**config.mk**
```make
export PLATFORM = sky130hd
export DESIGN_NAME = mem_port_arbiter
export DESIGN_NICKNAME = d
export VERILOG_FILES = /design/src/rtl/mem_port_arbiter.sv
export SDC_FILE = /design/constraint.sdc
export NUM_CORES = 1
export LEC_CHECK = 0
export CORE_MARGIN = 1
export CORE_UTILIZATION = 46
export CTS_CLUSTER_SIZE = 28
export DETAILED_ROUTE_END_ITERATION = 10
export GPL_TIMING_DRIVEN = 0
export PLACE_DENSITY_LB_ADDON = 0.05
export SYNTH_ARGS = -nofsm -noshare
export SYNTH_HDL_FRONTEND = slang
export SYNTH_SLANG_ARGS = --single-unit
export TNS_END_PERCENT = 20
```
**constraint.sdc**
```tcl
create_clock -name clk -period 16.15 [get_ports clk]
set_clock_uncertainty 0.2 [all_clocks]
set_input_delay 2.4225 -clock clk [delete_from_list [all_inputs] [get_ports clk]]
set_output_delay 2.4225 -clock clk [all_outputs]
set_load 0.005 [all_outputs]
```
**src/rtl/mem_port_arbiter.sv**
```systemverilog
// Arbitrates one shared memory port between instruction fetch and data access, with data
// priority, a fetch anti-starvation override, and a per-access ack timeout.
module mem_port_arbiter #(
  parameter int unsigned TIMEOUT    = 255,
  parameter int unsigned STARVE_LIM = 2
) (
  input  logic        clk,
  input  logic        rst,
  input  logic        if_req,
  input  logic [31:0] if_addr,
  output logic [31:0] if_rdata,
  output logic        if_valid,
  input  logic        d_req,
  input  logic        d_we,
  input  logic [31:0] d_addr,
  input  logic [31:0] d_wdata,
  input  logic [3:0]  d_wmask,
  output logic [31:0] d_rdata,
  output logic        d_valid,
  output logic        mem_req,
  output logic        mem_we,
  output logic [31:0] mem_addr,
  output logic [31:0] mem_wdata,
  output logic [3:0]  mem_wmask,
  input  logic [31:0] mem_rdata,
  input  logic        mem_ack,
  output logic        stall_IF,
  output logic        stall_MEM,
  output logic        timeout_err
);

  localparam logic [1:0] S_IDLE  = 2'd0;
  localparam logic [1:0] S_FETCH = 2'd1;
  localparam logic [1:0] S_DATA  = 2'd2;

  localparam logic [7:0] WAIT_LAST  = 8'(TIMEOUT - 1);
  localparam logic [7:0] STARVE_MAX = 8'(STARVE_LIM);

  logic [1:0] state;
  logic [1:0] state_nxt;
  logic [7:0] wait_cnt;
  logic [7:0] starve_cnt;
  logic       busy;
  logic       grant_d;
  logic       grant_f;
  logic       ack_done;
  logic       abort;

  // A pending fetch that has already lost STARVE_LIM data grants in a row wins the next slot.
  always_comb begin
    grant_d  = d_req & ~(if_req & (starve_cnt == STARVE_MAX));
    grant_f  = if_req & ~grant_d;
    busy     = (state == S_FETCH) || (state == S_DATA);
    ack_done = busy & mem_ack;
    abort    = busy & ~mem_ack & (wait_cnt == WAIT_LAST);
  end

  always_ff @(posedge clk or posedge rst) begin
    if (rst) state <= S_IDLE;
    else     state <= state_nxt;
  end

  always_comb begin
    state_nxt = S_IDLE;
    case (state)
      S_IDLE: begin
        if (grant_d)      state_nxt = S_DATA;
        else if (grant_f) state_nxt = S_FETCH;
      end
      S_FETCH, S_DATA: state_nxt = (ack_done || abort) ? S_IDLE : state;
      default:         state_nxt = S_IDLE;
    endcase
  end

  always_comb begin
    mem_req   = (state != S_IDLE);
    stall_IF  = if_req & ~if_valid;
    stall_MEM = d_req & ~d_valid;
  end

  always_ff @(posedge clk or posedge rst) begin
    if (rst) begin
      mem_we      <= 1'b0;
      mem_addr    <= '0;
      mem_wdata   <= '0;
      mem_wmask   <= '0;
      if_rdata    <= '0;
      if_valid    <= 1'b0;
      d_rdata     <= '0;
      d_valid     <= 1'b0;
      wait_cnt    <= '0;
      starve_cnt  <= '0;
      timeout_err <= 1'b0;
    end else begin
      if_valid <= 1'b0;
      d_valid  <= 1'b0;
      if (state == S_IDLE) begin
        wait_cnt <= '0;
        if (grant_d) begin
          mem_we     <= d_we;
          mem_addr   <= d_addr;
          mem_wdata  <= d_wdata;
          mem_wmask  <= d_wmask;
          starve_cnt <= if_req ? ((starve_cnt == STARVE_MAX) ? STARVE_MAX : starve_cnt + 8'd1)
                               : 8'd0;
        end else if (grant_f) begin
          mem_we     <= 1'b0;
          mem_addr   <= if_addr;
          mem_wdata  <= '0;
          mem_wmask  <= '0;
          starve_cnt <= '0;
        end
      end else if (busy) begin
        if (ack_done) begin
          if (state == S_FETCH) begin
            if_valid <= 1'b1;
            if_rdata <= mem_rdata;
          end else begin
            d_valid <= 1'b1;
            if (!mem_we) d_rdata <= mem_rdata;
          end
        end else if (abort) begin
          timeout_err <= 1'b1;
          if (state == S_FETCH) begin
            if_valid <= 1'b1;
            if_rdata <= '0;
          end else begin
            d_valid <= 1'b1;
            d_rdata <= '0;
          end
        end else begin
          wait_cnt <= wait_cnt + 8'd1;
        end
      end
    end
  end

endmodule

```
# [Word level (Yosys, flattened, before mapping)]
# Cells that the tools add are included.
[classes] n_addsub=2 eq_ne=8 muxes=39 n_bitwise=16 n_reduce_logical=13
[op_table] cell="32-bit 2-to-1 mux" n=13
[op_table] cell="8-bit 2-to-1 mux" n=8
[op_table] cell="8-bit by 1-bit adder with 8-bit output, second input constant" n=2
[op_table] cell="1-bit 2-to-1 mux" n=13
[op_table] cell="1-bit AND" n=8
[op_table] cell="8-bit by 2-bit == test with 1-bit output, second input constant" n=1
[op_table] cell="8-bit == test, second input constant" n=1
[op_table] cell="4-bit 2-to-1 mux" n=2
[op_table] cell="1-bit NOT" n=8
[op_table] cell="4-bit AND reduction" n=2
[op_table] cell="2-bit nonzero test" n=4
[op_table] cell="5-bit AND reduction" n=1
[op_table] cell="2-bit 2-to-1 mux" n=2
[op_table] cell="2-bit by 1-bit != test with 1-bit output, second input constant" n=2
[op_table] cell="2-bit != test, second input constant" n=2
[op_table] cell="2-bit one-hot mux with 2 select lines" n=1
[op_table] cell="3-bit AND reduction" n=1
[op_table] cell="2-bit by 1-bit == test with 1-bit output, second input constant" n=1
[op_table] cell="2-bit == test, second input constant" n=1
[op_table] cell="2-bit logical NOT" n=1
[op_table] cell="1-bit logical OR" n=2
[op_table] cell="2-bit AND reduction" n=1
[op_table] cell="2-bit OR reduction" n=1
[word_totals] register_bits=154 out_inout_bits=139 wordCells=90

# [Depth between registers and ports, before layout]
# Gate-level depths: netlist (run 1).
[logic_depth] word_depth=9 depth_mapped=9

# [Worst setup path after synthesis (run 1)]
# OpenSTA, ideal clock, no wires.
[synth_timing] path_type="input to output" startpoint="input if_req" endpoint="output stall_IF" t_arrival_ns=2.585 setup_slack_ns=10.942 stages=2 path_cell_list="inv_1 > nor2_1"
[synth_via] elab_chain_cells=1
[synth_lines] item="start, declared" line="9" rtl="input logic if_req,"
[synth_lines] item="1-bit AND" line="77" rtl="stall_IF = if_req & ~if_valid;"
[synth_lines] item="end, declared" line="27" rtl="output logic stall_IF,"
# No other way between the ends.

# [Worst setup path after layout (run 1)]
# Ends and elaborated chain as after synthesis.

==> flow_summary.ini, run 1 <==
[status]
status = finished clean

[worst_setup_path]
cp_slowest_cell = clkdlybuf4s50_1
crit_top_cell = clkdlybuf4s50_1
crit_arrival_ns = 3.76
critPathBufInv = 3
rrSetupSlack_ns = 13.26
worst_r2r_path_depth = 9
path_class = in2out
regToRegStartpoint = state[0]
crit_path_max_incr_delay_ns = 0.59
worstPathRequired_ns = 13.53
worstSetupStartpointType = input pin
cp_cell_sequence = clkdlybuf4s50_1 -> inv_1 -> nor2_1 -> clkdlybuf4s50_1
r2r_end = mem_addr[9]
crit_path_max_fanout = 6
end_kind = output pin
path_delay_family = buffers and inverters

[floorplan]
start_util_pct = 47.3
io_pins = 277
die_h_um = 122
die_area_um2 = 14800
rows = 43
core_area_um2 = 13900
die_w_um = 122

[synth]
synth_top_flop_cell = dfrtp_1
yosys.area.top_type = dfrtp_1
async_reset_ff_share_pct = 100
post_synth.cell_area_avg_um2 = 11.1
yosysSeqAreaShare_pct = 58.7
synth_area_leaders = dfrtp_1, a22o_1, nand2_1, mux2i_1, a21oi_2
synth_fp_nets = 735
ys_types = 47
synth_top_area_share_pct = 58.7
synth_edf_count = 0
ys_seq_elements = 154
netlist_area_um2 = 6570
yosysWarnings = 0
synth_cells = 590

[sta]
tns_ns = 0
period_needed_ns = 6.38
finalHoldViolations = 0
relSlewSlack_pct = 48.8
tightest_slew_ns = 0.768
setup_violations = 0
setup_slack_ns = 9.77
min_period_over_period_pct = 39.5
finalMaxSlewViolations = 0
rsz0062_at_grt = no
clock.fmax_ghz = 0.157

[clocking]
holdBufCountCts = 0
clkTransAtPathRegs_ns = 0.06
clockRootBuffer = clkbuf_16
cts_tree = built
clockBufferDepth = 2
ctsResizeCount = 0
insertion_delay_ns = 0.42
numCtsBuffers = 17
cts_setup_buffers = 0
htreeDepth = 4
numClockSinks = 154

[routing]
drtIter0Drc = 269
ant_nets = 0
met2WireLength_um = 9750
routed_wl_um = 19600
post_drt_wl_per_cell_um = 18.2
highest_layer = met4
routed-via-count = 5736
drt_pass1_iterations = 4
wl_met1_um = 7870
avgViaCountPerCell = 5.33
wl_met3_um = 1400
drc = 0

[placed_design]
pre_cts_ws_ns = 9.80
gp_congestion = 0.900
dpl.cell_count = 1047
io_buffer_count = 276
hpwl_um = 14500
place_area_um2 = 9590

[grt]
overflow = 0
grt_max_degree = 87
antenna_found_initial = 0
grt_pass1_wl_um = 31200
grt_pass1_vias = 6101
grtUsageTotal_pct = 27.8

[power]
cellPowerDensity_nw_per_um2 = 163
ir_drop_uv = 94.6
clkPwrFrac_pct = 23.3
p_leak_nw = 4.46
swShare_pct = 31.9
power_switching_w = 0.000529
intPower_w = 0.00113
power_frac_seq_pct = 36.8
p_comb_share_pct = 39.9

[cells_and_area]
final_area_um2 = 10200
final.fill_count = 967
final_cell_mix = clkdlybuf4s50_1, dfrtp_1, nand2_1
seqCellArea_um2 = 3850
drive_above_1_share_pct = 8.70
mostFrequentLayoutCell = clkdlybuf4s50_1
multi_input_area_um2 = 2450
nNetsFinal = 1031
insertedDiodeCount = 0
area_growth_pct = 54.6
final_util_pct = 73.2
fin_cells = 1077

[flow_run]
drv_cap = 0

[worst_hold_path]
holdPathStages = 1
hold_class = reg2reg
worstHoldEndpoint = timeout_err
worst_hold_startpoint = timeout_err
-- worst max-delay path by stage --
stage / start / to / slack (ns) / cells after the start
3_3_place_gp: rst / mem_wdata[12] / 7.51 / 2
6_report: if_req / stall_IF / 9.77 / 4
2_1_floorplan: rst / d_rdata[0] / 9.38 / 1
4_1_cts: if_req / stall_IF / 9.79 / 4
3_5_place_dp: if_req / stall_IF / 9.80 / 4
5_1_grt: if_req / stall_IF / 9.72 / 4
-- kinds of logic after synthesis --
group	after synthesis	share of synthesized area, %
and+or+nand+nor	174	11.5
AOI/OAI and AO/OA	171	19.5
DFF	154	58.7
buffers and inverters	51	3.96
muxes	33	5.03
adders and majority gates	7	1.33
-- area by class of cell --
cell class,instances,area share [%]
inverters,12,0.493
plain buffers,39,2.12
well taps,180,2.22
clock inverters,10,0.986
flip-flops and latches,154,37.9
multi-input cells,385,24.2
clock buffers,20,4.60
repair buffers,277,27.5
-- stage by stage --
step / power, W / hold slack, ns
global placement: 0.00125 / 0.264
floorplan: 0.000870 / 0.268
global route: 0.00175 / 0.309
detailed placement: 0.00127 / 0.266
CTS: 0.00167 / 0.287
finish: 0.00166 / 0.281
-- registers in the layout, indices dropped and copies added, names as in the netlist, 2 cells and up --
signal	cells
d_rdata	32
wait_cnt	8
mem_addr	32
starve_cnt	8
if_rdata	32
mem_wdata	32
state	2
mem_wmask	4
-- synth_stat cells (all sizes together), types with 4 or more instances --
cell    count
dfrtp     154
nand2      91
a22o       64
o21ai      46
nor2       42
a21oi      38
mux2i      33
clkbuf     30
nand3      12
inv        11
buf         9
ha          7
o211ai      4
-- power by group through the flow --
| stage | Clock, W | Combinational [W] | Sequential, W |
|---|---|---|---|
| detailed placement | 0 | 0.000662 | 0.000610 |
| finish | 0.000387 | 0.000660 | 0.000609 |
| floorplan | 0 | 0.000261 | 0.000610 |
| global route | 0.000407 | 0.000717 | 0.000625 |
| CTS | 0.000391 | 0.000667 | 0.000609 |
| global placement | 0 | 0.000646 | 0.000603 |
-- layer usage --
layer | GRT usage, % | vias to the layer above
li1 | - | 2676
met1 | 33.7 | 2809
met2 | 45.8 | 212
met3 | 8.36 | 39
met4 | 12.3 | 0
met5 | 0 | -
(Power assumes the default switching activity.)
==> run 2: changes to the inputs <==
--- a/config.mk
+++ b/config.mk
@@ -6,7 +6,7 @@
 export NUM_CORES = 1
 export LEC_CHECK = 0
 export CORE_MARGIN = 1
-export CORE_UTILIZATION = 46
+export CORE_UTILIZATION = 43
 export CTS_CLUSTER_SIZE = 28
 export DETAILED_ROUTE_END_ITERATION = 10
 export GPL_TIMING_DRIVEN = 0
==> constraint.sdc (replaced) <==
create_clock -name clk -period 6.35 [get_ports clk]
set_clock_uncertainty 0.2 [all_clocks]
set_input_delay 0.9525 -clock clk [delete_from_list [all_inputs] [get_ports clk]]
set_output_delay 0.9525 -clock clk [all_outputs]
set_load 0.005 [all_outputs]
==> run 2 against run 1 <==
Compared with the run above: the run now ends with DRC left; largest cell class unchanged; largest power group unchanged; global-route usage decreased by 2.2 points; first-iteration DRC count rose by 55%; critical endpoint unchanged; routed wire length decreased by 1.7%; sequential share of layout area is 0.43 points lower; critical path type unchanged; critical path depth did not move.
==> flow_summary.ini, run 2 (same netlist as run 1, synthesis figures left out) <==
[status]
status = complete, but fails checks
violations = DRC

[clocking]
insertion_delay_ns = 0.42
htreeDepth = 4
holdBufCountCts = 0
cts_tree = built
clockBufferDepth = 2
numClockSinks = 154
numCtsBuffers = 17
clockRootBuffer = clkbuf_16
cts_setup_buffers = 0
clkTransAtPathRegs_ns = 0.06
ctsResizeCount = 0

[worst_setup_path]
end_kind = output pin
worstPathRequired_ns = 5.20
cp_cell_sequence = clkdlybuf4s50_1 -> inv_1 -> nor2_1 -> clkdlybuf4s50_1
crit_path_max_fanout = 6
crit_top_cell = clkdlybuf4s50_1
critPathBufInv = 3
crit_cells = 4
path_class = in2out
cp_slowest_cell = clkdlybuf4s50_1
worst_r2r_path_depth = 9
rrSetupSlack_ns = 3.36
worstSetupStartpointType = input pin
crit_path_max_incr_delay_ns = 0.59
path_delay_family = buffers and inverters
crit_arrival_ns = 2.31

[flow_run]
drv_cap = 0

[routing]
drt_pass1_iterations = 8
avgViaCountPerCell = 5.30
routed-via-count = 5746
ant_nets = 0
post_drt_wl_per_cell_um = 17.8
routed_wl_um = 19300
drc = 7
drtIter0Drc = 417

[power]
p_leak_nw = 4.48
ir_drop_uv = 221
power_frac_seq_pct = 35.4
p_comb_share_pct = 38.1
intPower_w = 0.00302
swShare_pct = 30.5
power_switching_w = 0.00133
clkPwrFrac_pct = 26.5
cellPowerDensity_nw_per_um2 = 424

[floorplan]
die_area_um2 = 15800
core_area_um2 = 14700
start_util_pct = 44.7
die_w_um = 126
rows = 44
die_h_um = 126
io_pins = 277

[placed_design]
pre_cts_ws_ns = 2.85
hpwl_um = 14300
io_buffer_count = 276
gp_congestion = 0.807

[grt]
grt_max_degree = 83
overflow = 0
grt_pass1_wl_um = 31100
grt_pass1_vias = 5957
grtUsageTotal_pct = 25.6
antenna_found_initial = 1

[sta]
tightest_slew_ns = 0.677
relSlewSlack_pct = 54.9
min_period_over_period_pct = 54.6
clock.fmax_ghz = 0.289
finalMaxSlewViolations = 0
rsz0062_at_grt = no
period_needed_ns = 3.46
setup_slack_ns = 2.89
tns_ns = 0
setup_violations = 0
finalHoldViolations = 0

[cells_and_area]
seqCellArea_um2 = 3850
drive_above_1_share_pct = 8.68
mostFrequentLayoutCell = clkdlybuf4s50_1
area_growth_pct = 56.4
final_cell_mix = clkdlybuf4s50_1, dfrtp_1, nand2_1
multi_input_area_um2 = 2450
final_util_pct = 69.9
final.fill_count = 1133
nNetsFinal = 1031

[worst_hold_path]
hold_class = reg2reg
holdPathStages = 2
run 2: power groups by stage:
stage / clock (W) / combinational (W) / sequential [W]
6_report: 0.00115 / 0.00166 / 0.00154
5_1_grt: 0.00121 / 0.00181 / 0.00158
4_1_cts: 0.00117 / 0.00168 / 0.00154
3_5_place_dp: 0 / 0.00167 / 0.00155
3_3_place_gp: 0 / 0.00164 / 0.00153
2_1_floorplan: 0 / 0.000663 / 0.00155
run 2: final cells by class:
cell class / instances / area share [%]
Sequential cell: 154 / 37.5
Timing Repair Buffer: 277 / 27.2
Multi-Input combinational cell: 385 / 23.9
Clock buffer: 21 / 4.48
Tap cell: 184 / 2.24
Clock inverter: 11 / 2.11
Buffer: 39 / 2.09
Inverter: 12 / 0.487
Antenna cell: 1 / 0.0244
run 2: worst register-to-register path: stages (launching register included):
cell and delay [ns]:
dfrtp_1 0.42, inv_1 0.07, ha_1 0.13, buf_2 0.21, clkinv_1 0.28, nor2_1 0.45
clkbuf_1 0.47, clkbuf_1 0.46, nor2_1 0.11, a21oi_2 0.12
run 2: routing by layer:
layer	part of all wire (%)	vias to the layer above	global-route usage [%]
li1	-	2685	-
met1	39	2813	30.3
met4	2.2	0	8.90
met2	51	223	42.8
met3	7.8	25	9.46
met5	0	-	0
run 2: path summary, 6_finish.rpt:
path / end / startpoint
hold reg to reg: mem_wdata[14] / mem_wdata[14]
hold / removal: mem_wdata[14] / mem_wdata[14]
setup reg to reg: mem_addr[17] / state[0]
setup / recovery: stall_IF / if_req
min in group asynchronous: mem_addr[2] / rst
max in group asynchronous: if_rdata[31] / rst
run 2: per-stage QoR:
stage          total power, W  cells  hold slack (ns)  cell area (um2)
3_5_place_dp          0.00322   1051            0.273             9590
6_report              0.00435   1084            0.278            10300
3_3_place_gp          0.00318   1050            0.264             9560
2_1_floorplan         0.00221    590            0.268             6570
4_1_cts               0.00440   1083            0.284            10300
5_1_grt               0.00460   1084            0.305            10300
